## src/rtl/motor_pkg.sv

```systemverilog
// Shared types and constants for the motor sampling loop.
package motor_pkg;

    localparam int unsigned DATA_W_DEF = 16;

    // Sequencer state encoding.
    typedef enum logic [2:0] {
        ST_IDLE = 3'd0,
        ST_REQ  = 3'd1,
        ST_WAIT = 3'd2,
        ST_CALC = 3'd3,
        ST_OUT  = 3'd4
    } state_t;

    // Saturation limits of a DATA_W_DEF-wide two's-complement error.
    localparam logic [DATA_W_DEF-1:0] ERR_MAX_DEF = {1'b0, {(DATA_W_DEF-1){1'b1}}};
    localparam logic [DATA_W_DEF-1:0] ERR_MIN_DEF = {1'b1, {(DATA_W_DEF-1){1'b0}}};

endpackage

```

## src/rtl/motor_err_sat.sv

```systemverilog
// Combinational saturated subtract: err_c = clamp(target - pos).
module motor_err_sat
    import motor_pkg::*;
#(
    parameter int unsigned DATA_W = DATA_W_DEF
) (
    input  logic [DATA_W-1:0] target,
    input  logic [DATA_W-1:0] pos,
    output logic [DATA_W-1:0] err_c
);

    localparam logic [DATA_W-1:0] SAT_MAX = {1'b0, {(DATA_W-1){1'b1}}};
    localparam logic [DATA_W-1:0] SAT_MIN = {1'b1, {(DATA_W-1){1'b0}}};

    logic [DATA_W:0] diff;

    // One extra bit holds the exact difference; top two bits disagreeing means overflow.
    always_comb begin
        diff  = {target[DATA_W-1], target} - {pos[DATA_W-1], pos};
        err_c = diff[DATA_W-1:0];
        if (diff[DATA_W] != diff[DATA_W-1]) begin
            err_c = diff[DATA_W] ? SAT_MIN : SAT_MAX;
        end
    end

endmodule

```

## src/rtl/motor_sample_sequencer.sv

```systemverilog
// Trigger-driven ADC sampling and position-error hand-off to the PID stage.
// Build option: MOTOR_SAMPLE_AVG_EN averages two conversions per trigger.
module motor_sample_sequencer
    import motor_pkg::*;
#(
    parameter int unsigned DATA_W      = DATA_W_DEF,
    parameter int unsigned TIMEOUT_CYC = 5000,
    parameter int unsigned MISS_W      = 16
) (
    input  logic              clk_i,
    input  logic              rst_i,
    input  logic              motor_bias_vol_en_i,
    input  logic              motor_trigger_i,
    input  logic [DATA_W-1:0] motor_target_i,
    output logic              adc_conv_req_o,
    input  logic              adc_data_vld_i,
    input  logic [DATA_W-1:0] adc_data_i,
    output logic              err_vld_o,
    input  logic              err_rdy_i,
    output logic [DATA_W-1:0] err_data_o,
    output logic [DATA_W-1:0] err_pos_o,
    output logic              adc_timeout_o,
    output logic [MISS_W-1:0] miss_cnt_o,
    output logic              busy_o
);

    localparam int unsigned     CNT_W    = (TIMEOUT_CYC > 1) ? $clog2(TIMEOUT_CYC) : 1;
    localparam logic [CNT_W-1:0] CNT_LAST = CNT_W'(TIMEOUT_CYC - 1);

    state_t            state_q, state_d;
    logic              trig_d_q;
    logic [CNT_W-1:0]  cnt_q, cnt_d;
    logic [DATA_W-1:0] pos_q, pos_d;
    logic              req_q, req_d;
    logic              vld_q, vld_d;
    logic [DATA_W-1:0] err_q, err_d;
    logic [DATA_W-1:0] epos_q, epos_d;
    logic              tmo_q, tmo_d;
    logic [MISS_W-1:0] miss_q, miss_d;
    logic              busy_q, busy_d;
    logic              edge_c;
    logic [DATA_W-1:0] sat_c;
    logic [DATA_W-1:0] sample_c;

    assign edge_c = motor_trigger_i & ~trig_d_q;

    motor_err_sat #(.DATA_W(DATA_W)) u_err_sat (
        .target (motor_target_i),
        .pos    (pos_q),
        .err_c  (sat_c)
    );

`ifdef MOTOR_SAMPLE_AVG_EN
    logic            second_q, second_d;
    logic [DATA_W:0] avg_sum_c;

    // Floor average of the first and second samples via arithmetic shift.
    assign avg_sum_c = {pos_q[DATA_W-1], pos_q} + {adc_data_i[DATA_W-1], adc_data_i};
    assign sample_c  = avg_sum_c[DATA_W:1];
`else
    assign sample_c  = adc_data_i;
`endif

    // Next-state and registered-output computation.
    always_comb begin
        state_d  = state_q;
        cnt_d    = cnt_q;
        pos_d    = pos_q;
        req_d    = 1'b0;
        vld_d    = vld_q;
        err_d    = err_q;
        epos_d   = epos_q;
        tmo_d    = 1'b0;
        miss_d   = miss_q;
`ifdef MOTOR_SAMPLE_AVG_EN
        second_d = second_q;
`endif
        if (motor_bias_vol_en_i) begin
            state_d  = ST_IDLE;
            vld_d    = 1'b0;
`ifdef MOTOR_SAMPLE_AVG_EN
            second_d = 1'b0;
`endif
        end else begin
            if (edge_c && (state_q != ST_IDLE) && (miss_q != {MISS_W{1'b1}})) begin
                miss_d = miss_q + MISS_W'(1);
            end
            case (state_q)
                ST_IDLE: begin
                    if (edge_c) begin
                        state_d = ST_REQ;
                        req_d   = 1'b1;
                    end
                end
                ST_REQ: begin
                    cnt_d   = '0;
                    state_d = ST_WAIT;
                end
                ST_WAIT: begin
                    if (adc_data_vld_i) begin
`ifdef MOTOR_SAMPLE_AVG_EN
                        if (!second_q) begin
                            pos_d    = adc_data_i;
                            second_d = 1'b1;
                            state_d  = ST_REQ;
                            req_d    = 1'b1;
                        end else begin
                            pos_d    = sample_c;
                            second_d = 1'b0;
                            state_d  = ST_CALC;
                        end
`else
                        pos_d   = sample_c;
                        state_d = ST_CALC;
`endif
                    end else if (cnt_q == CNT_LAST) begin
                        tmo_d    = 1'b1;
                        state_d  = ST_IDLE;
`ifdef MOTOR_SAMPLE_AVG_EN
                        second_d = 1'b0;
`endif
                    end else begin
                        cnt_d = cnt_q + CNT_W'(1);
                    end
                end
                ST_CALC: begin
                    err_d   = sat_c;
                    epos_d  = pos_q;
                    vld_d   = 1'b1;
                    state_d = ST_OUT;
                end
                ST_OUT: begin
                    if (err_rdy_i) begin
                        vld_d   = 1'b0;
                        state_d = ST_IDLE;
                    end
                end
                default: begin
                    state_d = ST_IDLE;
                    vld_d   = 1'b0;
                end
            endcase
        end
        busy_d = (state_d != ST_IDLE);
    end

    // State and output registers with synchronous reset.
    always_ff @(posedge clk_i) begin
        if (rst_i) begin
            state_q  <= ST_IDLE;
            trig_d_q <= 1'b0;
            cnt_q    <= '0;
            pos_q    <= '0;
            req_q    <= 1'b0;
            vld_q    <= 1'b0;
            err_q    <= '0;
            epos_q   <= '0;
            tmo_q    <= 1'b0;
            miss_q   <= '0;
            busy_q   <= 1'b0;
`ifdef MOTOR_SAMPLE_AVG_EN
            second_q <= 1'b0;
`endif
        end else begin
            state_q  <= state_d;
            trig_d_q <= motor_trigger_i;
            cnt_q    <= cnt_d;
            pos_q    <= pos_d;
            req_q    <= req_d;
            vld_q    <= vld_d;
            err_q    <= err_d;
            epos_q   <= epos_d;
            tmo_q    <= tmo_d;
            miss_q   <= miss_d;
            busy_q   <= busy_d;
`ifdef MOTOR_SAMPLE_AVG_EN
            second_q <= second_d;
`endif
        end
    end

    assign adc_conv_req_o = req_q;
    assign err_vld_o      = vld_q;
    assign err_data_o     = err_q;
    assign err_pos_o      = epos_q;
    assign adc_timeout_o  = tmo_q;
    assign miss_cnt_o     = miss_q;
    assign busy_o         = busy_q;

endmodule
```

## config.mk

```make
export PLATFORM = sky130hd
export DESIGN_NAME = motor_sample_sequencer
export DESIGN_NICKNAME = d
export VERILOG_FILES = /design/src/rtl/motor_pkg.sv /design/src/rtl/motor_err_sat.sv /design/src/rtl/motor_sample_sequencer.sv
export SDC_FILE = /design/constraint.sdc
export NUM_CORES = 1
export LEC_CHECK = 0
export CAP_MARGIN = 5
export CORE_AREA = 10 10 104 106
export CTS_CLUSTER_SIZE = 28
export DETAILED_ROUTE_END_ITERATION = 6
export DIE_AREA = 0 0 114 116
export HOLD_SLACK_MARGIN = 0.1
export PLACE_DENSITY = 0.89
export SLEW_MARGIN = 40
export SYNTH_ARGS = -nofsm -noshare
export SYNTH_HDL_FRONTEND = slang
export SYNTH_SLANG_ARGS = --single-unit
```

## constraint.sdc

```tcl
create_clock -name clk_i -period 4.3 [get_ports clk_i]
set_input_delay 0.645 -clock clk_i [delete_from_list [all_inputs] [get_ports clk_i]]
set_output_delay 0.645 -clock clk_i [all_outputs]
set_load 0.02 [all_outputs]
```

After elaboration in Yosys (flattened, before gate mapping)
Cells that the tools add are included.
{"block": "totals", "out_inout_bits": 52, "inputBits": 38, "register_bits": 85, "elab_cells": 60}
{"block": "classes", "bitwise": 6, "n_mux": 15, "n_addsub": 3, "n_eq_ne": 10, "n_reduce_logical": 15}
{"operator": "two-way mux 16 bit", "count": 2}
{"operator": "two-way mux 13 bit", "count": 2}
{"operator": "case mux 13 bit (2 select lines)", "count": 1}
{"operator": "subtractor 16 x 16 -> 17 bit", "count": 1}
{"operator": "adder 16 x 1 -> 16 bit (second input constant)", "count": 1}
{"operator": "inequality test 16 bit (second input constant)", "count": 1}
{"operator": "two-way mux 3 bit", "count": 5}
{"operator": "case mux 3 bit (5 select lines)", "count": 1}
{"operator": "adder 13 x 1 -> 13 bit (second input constant)", "count": 1}
{"operator": "equality test 13 bit (second input constant)", "count": 1}
{"operator": "equality test 3 x 2 -> 1 bit (second input constant)", "count": 2}
{"operator": "inequality test 2 bit (second input constant)", "count": 3}
{"operator": "AND reduction 2 bit", "count": 3}
{"operator": "nonzero test 3 bit", "count": 2}
{"operator": "OR reduction 3 bit", "count": 2}
{"operator": "inverter 1 bit", "count": 5}
{"operator": "AND reduction 4 bit", "count": 1}
{"operator": "OR reduction 4 bit", "count": 1}
{"operator": "equality test 3 x 1 -> 1 bit (second input constant)", "count": 1}
{"operator": "equality test 3 bit (second input constant)", "count": 1}
{"operator": "zero test 3 bit", "count": 1}
{"operator": "two-way mux 1 bit", "count": 3}
{"operator": "case mux 1 bit (3 select lines)", "count": 1}
{"operator": "AND reduction 3 bit", "count": 1}
{"operator": "other kinds (5)", "count": 6}

Depth between registers and ports, before layout
Gate-level depths: netlist of run 1.
{"block": "depth", "word_depth": 6, "ltp_mapped": 12, "mapped_depth_nobuf": 11}

Hierarchy
A second synthesis of run 1 with hierarchy kept.
{"block": "unflattened", "hier_cells": 571, "area_unflattened_um2": 4616.9}
{"mod": "motor_sample_sequencer", "cells_each": 433, "area_per_inst_um2": 3569.7, "n_inst": 1, "seq_area_each_um2": 1701.6}
{"mod": "motor_err_sat", "cells_each": 138, "area_per_inst_um2": 1047.3, "n_inst": 1, "seq_area_each_um2": 0.0}

Least setup slack after synthesis of run 1
Ideal clock, no wire load.
{"block": "synth_timing", "kind": "in2reg", "startpoint": "input port motor_target_i[0]", "endpoint": "register err_q[10] (netlist: err_data_o[10])", "n_path_buf": 1, "setup_slack_ps": 1613, "setup_time_ps": 119, "required_time_ps": 4181, "arrival_ps": 2569, "stages": 11, "path_cell_list": "inv_1 -> ha_1 -> inv_1 -> fa_1 -> nand3_1 -> a2111o_1 -> nand2_1 -> a31oi_2 -> clkbuf_1 -> a21oi_1 -> o221a_2"}
{"block": "synth_via", "elab_chain_len": 3, "word_cells_on_any_way": 4, "cone_classes": "add/sub: 1; eq/ne: 1; mux: 2"}
{"element": "from (decl)", "line_no": "motor_sample_sequencer.sv:14", "source": "input logic [DATA_W-1:0] motor_target_i,"}
{"element": "subtractor 16 x 16 -> 17 bit (*)", "line_no": "motor_err_sat.sv:19", "source": "diff = {target[DATA_W-1], target} - {pos[DATA_W-1], pos};"}
{"element": "two-way mux 16 bit / inequality test 1 bit (equally long branches)", "line_no": "motor_err_sat.sv:22, motor_err_sat.sv:21"}
{"element": "two-way mux 16 bit (*)", "line_no": "motor_err_sat.sv:21", "source": "if (diff[DATA_W] != diff[DATA_W-1]) begin"}
{"element": "to (signal assigned)", "line_no": "motor_sample_sequencer.sv:171", "source": "err_q <= err_d;"}
{"element": "to (decl)", "line_no": "motor_sample_sequencer.sv:36", "source": "logic [DATA_W-1:0] err_q, err_d;"}
Every way passes the cells marked *; elsewhere a longest branch is shown, timed or not.
A chain may end at the register's enable or synchronous reset.

Worst setup path in the final report of run 1
{"block": "layout_timing", "startpoint": "input port motor_target_i[4]", "endpoint": "register err_q[14] (netlist: err_data_o[14])"}
Same word-level chain as after synthesis.

==> flow_summary.ini, run 1 <==
[detailed_routing]
remaining_antenna_violation_count = 0
vias = 4019
drtPass1Iterations = 4
first_iter_violations = 164
avgViaCountPerCell = 5.566
routed_wl_um = 11550
route.detailed.drc = 0
routed_wire_length_per_instance_um = 16.00

[global_route]
groute.layer.met3.usage_pct = 4.806
grt_pass1_wl_um = 18950
grt.busiest_layer = met2
vias_in_the_first_global_route = 4011
gr-usage-met1_pct = 19.00
antenna_found_initial = 1
grt_usage_pct = 17.22
grt_start_max_net_pins = 61
met2_grt_util_pct = 31.02
overflow = 0

[hold_path]
worstHoldPathCells = 2
hold_class = reg2reg
holdCritStartpoint = err_pos_o[12]$_SDFFE_PP0P_

[final_layout]
area_grow_syn2layout_pct = 28.13
fillers = 788
n_antenna_cell = 0
drive_gt1_share_pct = 6.515
layout.cells.most_common = nand2_1
most_frequent_cells_in_the_layout = nand2_1, clkdlybuf4s50_1, dfxtp_1
nNetsFinal = 666
layout.cell_area.non_filler_mm2 = 0.005425

[timing]
timing_worst_slew_pin_value_ns = 0.6744
finalHoldViolCount = 0
slew_violations = 0
max_slew_margin_pct = 54.82
fmax_mhz = 329.3
post-route-min-period_ns = 3.037
clk_skew_ns = 0.01286
postLayoutSetupSlackWorst_ns = 1.263
fin_crit_sh_pct = 70.63
holdWs_ns = 0.4614
unrepaired_setup_endpoints_after_global_routing = no
finalSetupViolations = 0
fin_setup_tns_ns = 0

[placed_design]
gp_routability_congestion = 0.8557
detailedPlacementHpwl_um = 8831
place_worst_setup_slack_ns = 0.9308
io_buffer_count = 89
dpl_cell_area_mm2 = 0.005199

[yosys]
synthesis.area_per_instance_um2 = 8.004
ys_seq_elements = 85
synthesis.nets = 586
number_of_enable_type_register_cells_in_the_synthesized_netlist = 0
synthesis.instances = 529
ys.warnings.count = 0
synthTopCellsByArea = dfxtp_1, a21oi_1, nand2_1, ha_1, xor2_1
yosysSeqAreaShare_pct = 40.19
synth-async-reset-ratio_pct = 0
yosysTopAreaCell = dfxtp_1
synthDominantCellAreaShare_pct = 40.19
post_synthesis_instance_area_mm2 = 0.004234
yosysUniqueCellTypes = 48
synth_flop_cell = dfxtp_1

[floorplan]
die_height_um = 116
floorplan.core_area_mm2 = 0.008678
standard_cell_row_count = 34
die_x_um = 114
initial_cell_density_of_the_core_pct = 48.79
design.die.area_mm2 = 0.01322
io_pins = 90

[power_and_ir_drop]
design_power_total_mw = 1.601
power.density_mw_per_mm2 = 295.1
static_leakage_nw = 1.845
vdd_drop_max_mv = 0.1954

[cts]
cts.path.max_buffers = 2
ctsRootBufferMaster = clkbuf_8
cts.clk_slew.worst_paths_ns = 0.08
cts_post_setup_buffers_inserted = 0
h_tree_depth = 3
worst_skew_pair.late_latency_ns = 0.35
cts_tree = built
post_cts_resized = 0
cts-buffers-inserted = 9
clock-sinks = 85
cts-hold-fix-buffers = 0

[setup_path]
worstSetupStartpointType = input pin
worst_setup_path_startpoint = motor_target_i[4]
worstReg2RegEnd = err_data_o[14]$_SDFFE_PP0P_
crit_type = in2reg
critical_path_peak_fanout = 16
critical_path_required_time_ns = 4.51
worstSetupEndpoint = err_data_o[14]$_SDFFE_PP0P_
cp_data_arrival_time_ns = 3.24
r2r_start = pos_q[4]$_SDFFE_PP0P_
timing.reg2reg.setup_slack_ns = 1.54
reg2regPathDepth = 9
endpoint_kind = register

[run]
maxCapViolations = 0

[run_status]
run_status = finished, final reports clean
## cell type report
type                       count  area (um^2)  area share (%)
inverter                      24        90.09           1.661
multi-input combinational    395         2349           43.29
clock inverter                 3        67.56           1.245
clock buffer                  13        158.9           2.929
tap                          108        135.1           2.491
sequential                    85         1702           31.37
timing repair buffer          94        923.4           17.02
## where the power goes
part           leakage, nW  switching (mW)  internal [mW]
registers            0.685         0.00259          0.789
clock network        0.110           0.279          0.360
logic                 1.05          0.0929         0.0767
total                 1.84           0.375           1.23
## metal layers
metal | routed length (um) | vias to the layer above
met5 | 0 | -
met4 | 93 | 0
met3 | 879 | 8
met2 | 5961 | 115
met1 | 4616 | 1895
li1 | - | 2001
## worst max-delay path, cell delays in order
cell and delay [ns]:
clkdlybuf4s50_1 0.40, ha_1 0.38, a211oi_1 0.28, nor2_1 0.10, nor3_1 0.32, o21ai_1 0.17
xnor2_2 0.56, maj3_2 0.33, a211oi_2 0.06
## kinds of logic (layout without fill, tap and decap cells)
kind of cell / after synthesis / in the layout / share of synthesized area [%]
compound gates: 137 / 137 / 19.77
xor+xnor: 32 / 32 / 6.797
fa+ha+maj: 21 / 21 / 6.294
buf+inv: 49 / 134 / 4.462
flops: 85 / 85 / 40.19
mux: 1 / 1 / 0.2364
simple gates: 204 / 204 / 22.25
## worst min path at each step
stage,end,slack (ns)
after floorplan,err_pos_o[10]$_SDFFE_PP0P_,0.45
after global placement,err_pos_o[7]$_SDFFE_PP0P_,0.44
after detailed placement,err_pos_o[13]$_SDFFE_PP0P_,0.45
after CTS,err_pos_o[13]$_SDFFE_PP0P_,0.46
after global routing,err_pos_o[0]$_SDFFE_PP0P_,0.48
final,err_pos_o[12]$_SDFFE_PP0P_,0.46
## cell usage after synthesis, drive strengths merged (2+ instances only)
cell type	n
nor3	14
or4	2
xnor2	13
o21ai	28
nor2b	2
ha	18
o221a	11
clkbuf	21
and4	2
and3	4
or3	12
buf	4
a31oi	3
nand2b	9
a211oi	6
o211ai	2
inv	24
nand2	91
dfxtp	85
nor4	3
nand3	19
xor2	19
maj3	2
a21oi	75
nor2	34
nand4	5
o31a	3
and2	4
## sequential cells by signal (all words and copies together) (netlist names)
signal and cells:
err_data_o 16, err_pos_o 16, miss_cnt_o 16, pos_q 16, cnt_q 13, state_q 3
adc_conv_req_o 1, adc_timeout_o 1, busy_o 1, err_vld_o 1, trig_d_q 1
## stage by stage
step	util [%]	std cells
final	62.51	722
after global routing	62.51	722
after CTS	62.51	722
after detailed placement	59.90	706
after global placement	59.90	706
after floorplan	-	529
Power figures use the tool's default switching activity.
==> run 2, diff against run 1 <==
==> constraint.sdc (replaced) <==
create_clock -name clk_i -period 2.95 [get_ports clk_i]
set_input_delay 0.4425 -clock clk_i [delete_from_list [all_inputs] [get_ports clk_i]]
set_output_delay 0.4425 -clock clk_i [all_outputs]
set_load 0.02 [all_outputs]
==> flow_summary.ini, run 2 (synthesis gave the netlist of run 1 again) <==
[run_status]
run_status = finished, final reports clean

[cts]
cts-buffers-inserted = 9
cts_tree = built
cts.path.max_buffers = 2
cts.clk_slew.worst_paths_ns = 0.08
worst_skew_pair.late_latency_ns = 0.35
ctsRootBufferMaster = clkbuf_8
clock-sinks = 85
cts_post_setup_buffers_inserted = 0
h_tree_depth = 3
post_cts_resized = 0
cts-hold-fix-buffers = 0

[setup_path]
crit_type = in2reg
worstSetupStartpointType = input pin
critical_path_peak_fanout = 26
endpoint_kind = register
cp_data_arrival_time_ns = 2.95
critical_path_required_time_ns = 3.22

[detailed_routing]
route.detailed.drc = 0
routed_wl_um = 12130
vias = 4094
first_iter_violations = 281
drtPass1Iterations = 5
remaining_antenna_violation_count = 0
avgViaCountPerCell = 5.578
routed_wire_length_per_instance_um = 16.52

[floorplan]
floorplan.core_area_mm2 = 0.008678
design.die.area_mm2 = 0.01322
die_x_um = 114
die_height_um = 116
io_pins = 90
standard_cell_row_count = 34
initial_cell_density_of_the_core_pct = 48.79

[final_layout]
most_frequent_cells_in_the_layout = nand2_1, clkdlybuf4s50_1, dfxtp_1
drive_gt1_share_pct = 8.626
fillers = 764
n_antenna_cell = 0
area_grow_syn2layout_pct = 31.29
area.sequential_mm2 = 0.001702
layout.cells.most_common = nand2_1
multiInputGateArea_mm2 = 0.002349
nNetsFinal = 678
layout.core_utilization_pct = 64.06

[power_and_ir_drop]
static_leakage_nw = 1.922
power.density_mw_per_mm2 = 442.5
vdd_drop_max_mv = 0.2733

[hold_path]
hold_class = in2reg

[timing]
clk_skew_ns = 0.01177
finalHoldViolCount = 0
holdWs_ns = 0.3096
max_slew_margin_pct = 57.82
timing_worst_slew_pin_value_ns = 0.6310
slew_violations = 0
unrepaired_setup_endpoints_after_global_routing = no
fmax_mhz = 373.4
finalSetupViolations = 0
post-route-min-period_ns = 2.678
fin_crit_sh_pct = 90.78

[placed_design]
detailedPlacementHpwl_um = 9003
gp_routability_congestion = 0.9052
io_buffer_count = 89

[global_route]
vias_in_the_first_global_route = 4171
grt_pass1_wl_um = 19860
grt_usage_pct = 18.07
overflow = 0
grt_start_max_net_pins = 58
antenna_found_initial = 0

[run]
maxCapViolations = 0
==> run 2: cell count changes in the layout (fill, tap and decap cells not counted), sizes merged <==
cell    change
bufinv      +1
clkinv      +1
clkbuf      -2
buf        +12
==> run 2: cell type report <==
cell class                      instances  area share, %
Clock inverter                          5          1.913
Inverter                               24          1.621
Multi-Input combinational cell        395          42.25
Sequential cell                        85          30.61
Timing Repair Buffer                  106          18.46
Tap cell                              108          2.431
Clock buffer                           11          2.723
==> run 2: where the power goes <==
group	switching, mW	internal, mW	total (mW)
clock network	0.428	0.610	1.04
logic	0.141	0.125	0.267
registers	0.00383	1.15	1.15
total	0.574	1.89	2.46
==> run 2: path summary, 6_finish.rpt <==
path	startpoint	end	slack (ns)	cells after the start
worst max-delay path	motor_target_i[0]	err_data_o[14]$_SDFFE_PP0P_	0.27	12
worst min-delay path	rst_i	trig_d_q$_SDFF_PP0_	0.31	2
worst max register to register	cnt_q[4]$_SDFFE_PP0P_	cnt_q[12]$_SDFFE_PP0P_	0.42	7
worst min register to register	err_pos_o[14]$_SDFFE_PP0P_	err_pos_o[14]$_SDFFE_PP0P_	0.46	2
==> run 2: per-layer routing <==
layer / routed length (um) / GRT usage (%)
met5: 0 / 0
met4: 197 / 6.600
met3: 929 / 4.910
met2: 6242 / 32.80
met1: 4759 / 19.68
==> run 2: stage by stage <==
stage               instances  cell area (um^2)  worst slack (ns)  TNS, ns  power (mW)
floorplan                 529              4234            0.4652        0       1.333
global placement          718              5301           0.02609        0       1.436
detailed placement        718              5301          -0.09308  -0.2639       1.443
CTS                       734              5559            0.2759        0       2.471
global route              734              5559            0.1462        0       2.560
finish                    734              5559            0.2721        0       2.460
==> run 2: worst max-delay path, cell delays in order <==
cell	delay [ns]
clkdlybuf4s50_1	0.45
inv_1	0.04
ha_1	0.19
inv_1	0.07
fa_1	0.18
nand3_1	0.12
a2111o_1	0.43
nand2_1	0.12
a31oi_2	0.15
buf_12	0.20
maj3_2	0.32
a211oi_2	0.22
==> run 3, diff against run 2 <==
--- a/config.mk
+++ b/config.mk
@@ -5,13 +5,15 @@
 export SDC_FILE = /design/constraint.sdc
 export NUM_CORES = 1
 export LEC_CHECK = 0
+export ABC_CLOCK_PERIOD_IN_PS = 2950
 export CAP_MARGIN = 5
-export CORE_AREA = 10 10 104 106
+export CORE_AREA = 10 10 121 123
 export CTS_CLUSTER_SIZE = 28
 export DETAILED_ROUTE_END_ITERATION = 6
-export DIE_AREA = 0 0 114 116
+export DIE_AREA = 0 0 131 133
 export HOLD_SLACK_MARGIN = 0.1
-export PLACE_DENSITY = 0.89
+export PLACE_DENSITY = 0.7
+export SETUP_SLACK_MARGIN = 0.05
 export SLEW_MARGIN = 40
 export SYNTH_ARGS = -nofsm -noshare
 export SYNTH_HDL_FRONTEND = slang
==> flow_summary.ini, run 3 (synthesis gave the netlist of run 1 again) <==
[run_status]
run_status = finished, final reports clean

[timing]
clk_skew_ns = 0.006624
holdWs_ns = 0.3264
finalSetupViolations = 0
timing_worst_slew_pin_value_ns = 0.6453
slew_violations = 0
post-route-min-period_ns = 2.693
fmax_mhz = 371.3
max_slew_margin_pct = 56.98
finalHoldViolCount = 0
fin_crit_sh_pct = 91.30
unrepaired_setup_endpoints_after_global_routing = no

[cts]
cts_post_setup_buffers_inserted = 0
h_tree_depth = 3
ctsRootBufferMaster = clkbuf_16
cts_tree = built
post_cts_resized = 0
cts-buffers-inserted = 9
clock-sinks = 85
cts.path.max_buffers = 2
cts.clk_slew.worst_paths_ns = 0.06
worst_skew_pair.late_latency_ns = 0.34
cts-hold-fix-buffers = 0

[global_route]
vias_in_the_first_global_route = 4017
grt_pass1_wl_um = 19390
grt_usage_pct = 13.72
grt_start_max_net_pins = 58
overflow = 0
antenna_found_initial = 1

[setup_path]
crit_type = in2reg
timing.reg2reg.setup_slack_ns = 0.38
worstSetupEndpoint = err_data_o[0]$_SDFFE_PP0P_
reg2regPathDepth = 10
worstPathBufferInverterCount = 2
critical_path_required_time_ns = 3.22
worstSetupPathDepth = 10
max_stage_delay_on_crit_path_ns = 0.42
cp_data_arrival_time_ns = 2.96
worst_setup_path_startpoint = motor_target_i[10]
endpoint_kind = register
worstSetupStartpointType = input pin
worst_path_dominant_cell_family = compound AO/OA/AOI/OAI gates
critical_path.cell_chain = clkdlybuf4s50_1 -> ha_1 -> a21oi_1 -> o21ai_0 -> a311oi_1 -> o21ai_1 -> xnor2_2 -> buf_4 -> or3_1 -> a31oi_1
worstReg2RegEnd = err_data_o[0]$_SDFFE_PP0P_
crit_slowest_cell = clkdlybuf4s50_1
r2r_start = pos_q[10]$_SDFFE_PP0P_
critical_path_peak_fanout = 10

[hold_path]
hold_class = in2reg

[floorplan]
die_x_um = 131
floorplan.core_area_mm2 = 0.01236
initial_cell_density_of_the_core_pct = 34.25
io_pins = 90
design.die.area_mm2 = 0.01742
die_height_um = 133
standard_cell_row_count = 41

[final_layout]
layout.cells.most_common = nand2_1
drive_gt1_share_pct = 8.599
most_frequent_cells_in_the_layout = nand2_1, clkdlybuf4s50_1, dfxtp_1
area_grow_syn2layout_pct = 34.40
fillers = 1174
nNetsFinal = 680
n_antenna_cell = 0

[power_and_ir_drop]
power.combinational.fraction_pct = 10.4
share_seq_of_total_power_pct = 45.2
swShare_pct = 23.57
design_power_total_mw = 2.558
power.density_mw_per_mm2 = 449.5
static_leakage_nw = 1.949
intPower_mw = 1.955
vdd_drop_max_mv = 0.2700
clkPwrFrac_pct = 44.4
power_switching_mw = 0.6029

[detailed_routing]
routed_wire_length_per_instance_um = 14.87
avgViaCountPerCell = 5.025
remaining_antenna_violation_count = 0
route.detailed.drc = 0
vias = 4020
routed_wl_um = 11890
drtPass1Iterations = 4
first_iter_violations = 223

[placed_design]
io_buffer_count = 89
detailedPlacementHpwl_um = 9024
gp_routability_congestion = 0.9278

[run]
maxCapViolations = 0
[run 3: layer usage]
metal  track usage [%]  vias up  routed length (um)
met4             5.315        2                 210
met5                 0        -                   7
met3             4.395       23                 831
li1                  -     2041                   -
met1             15.94     1862                5133
met2             22.72       92                5710
[run 3: layout make-up]
cell class              count  area (um^2)  share of cell area (%)
clock buffers              12        246.5                   4.332
multi-input cells         395         2349                   41.27
repair buffers            108         1041                   18.29
inverters                  24        90.09                   1.583
clock inverters             4        47.55                  0.8355
flip-flops and latches     85         1702                   29.90
well taps                 172        215.2                   3.782
[run 3: worst min path at each step]
stage / from / to / slack (ns) / cells past startpoint
2_1_floorplan: pos_q[10]$_SDFFE_PP0P_ / err_pos_o[10]$_SDFFE_PP0P_ / 0.45 / 2
3_3_place_gp: err_pos_o[2]$_SDFFE_PP0P_ / err_pos_o[2]$_SDFFE_PP0P_ / 0.45 / 2
3_5_place_dp: err_pos_o[10]$_SDFFE_PP0P_ / err_pos_o[10]$_SDFFE_PP0P_ / 0.45 / 2
4_1_cts: rst_i / state_q[2]$_SDFF_PP0_ / 0.32 / 2
5_1_grt: rst_i / state_q[2]$_SDFF_PP0_ / 0.32 / 2
6_report: rst_i / state_q[2]$_SDFF_PP0_ / 0.33 / 2
[run 3: power groups by stage]
stage	registers, mW	logic [mW]	clock network [mW]
3_5_place_dp	1.18	0.263	0
4_1_cts	1.16	0.265	1.16
5_1_grt	1.16	0.293	1.20
3_3_place_gp	1.18	0.259	0
2_1_floorplan	1.18	0.150	0
6_report	1.16	0.267	1.14
[run 3: per-stage QoR]
stage                     setup slack [ns]  cells  cell area (um^2)  setup TNS [ns]  util, %
after global placement             0.03587    784              5396               0    43.65
after global routing                0.1362    800              5690               0    46.03
after detailed placement          -0.07343    784              5396         -0.1412    43.65
final                               0.2566    800              5690               0    46.03
after CTS                           0.2852    800              5690               0    46.03
after floorplan                     0.4652    529              4234               0        -
[run 3: worst register-to-register path, delay by kind of cell (launching register included)]
family	cells	cell delay, ns
flops	1	0.37
xor+xnor	1	0.18
compound gates	5	1.01
fa+ha+maj	1	0.34
buf+inv	2	0.25
simple gates	1	0.36
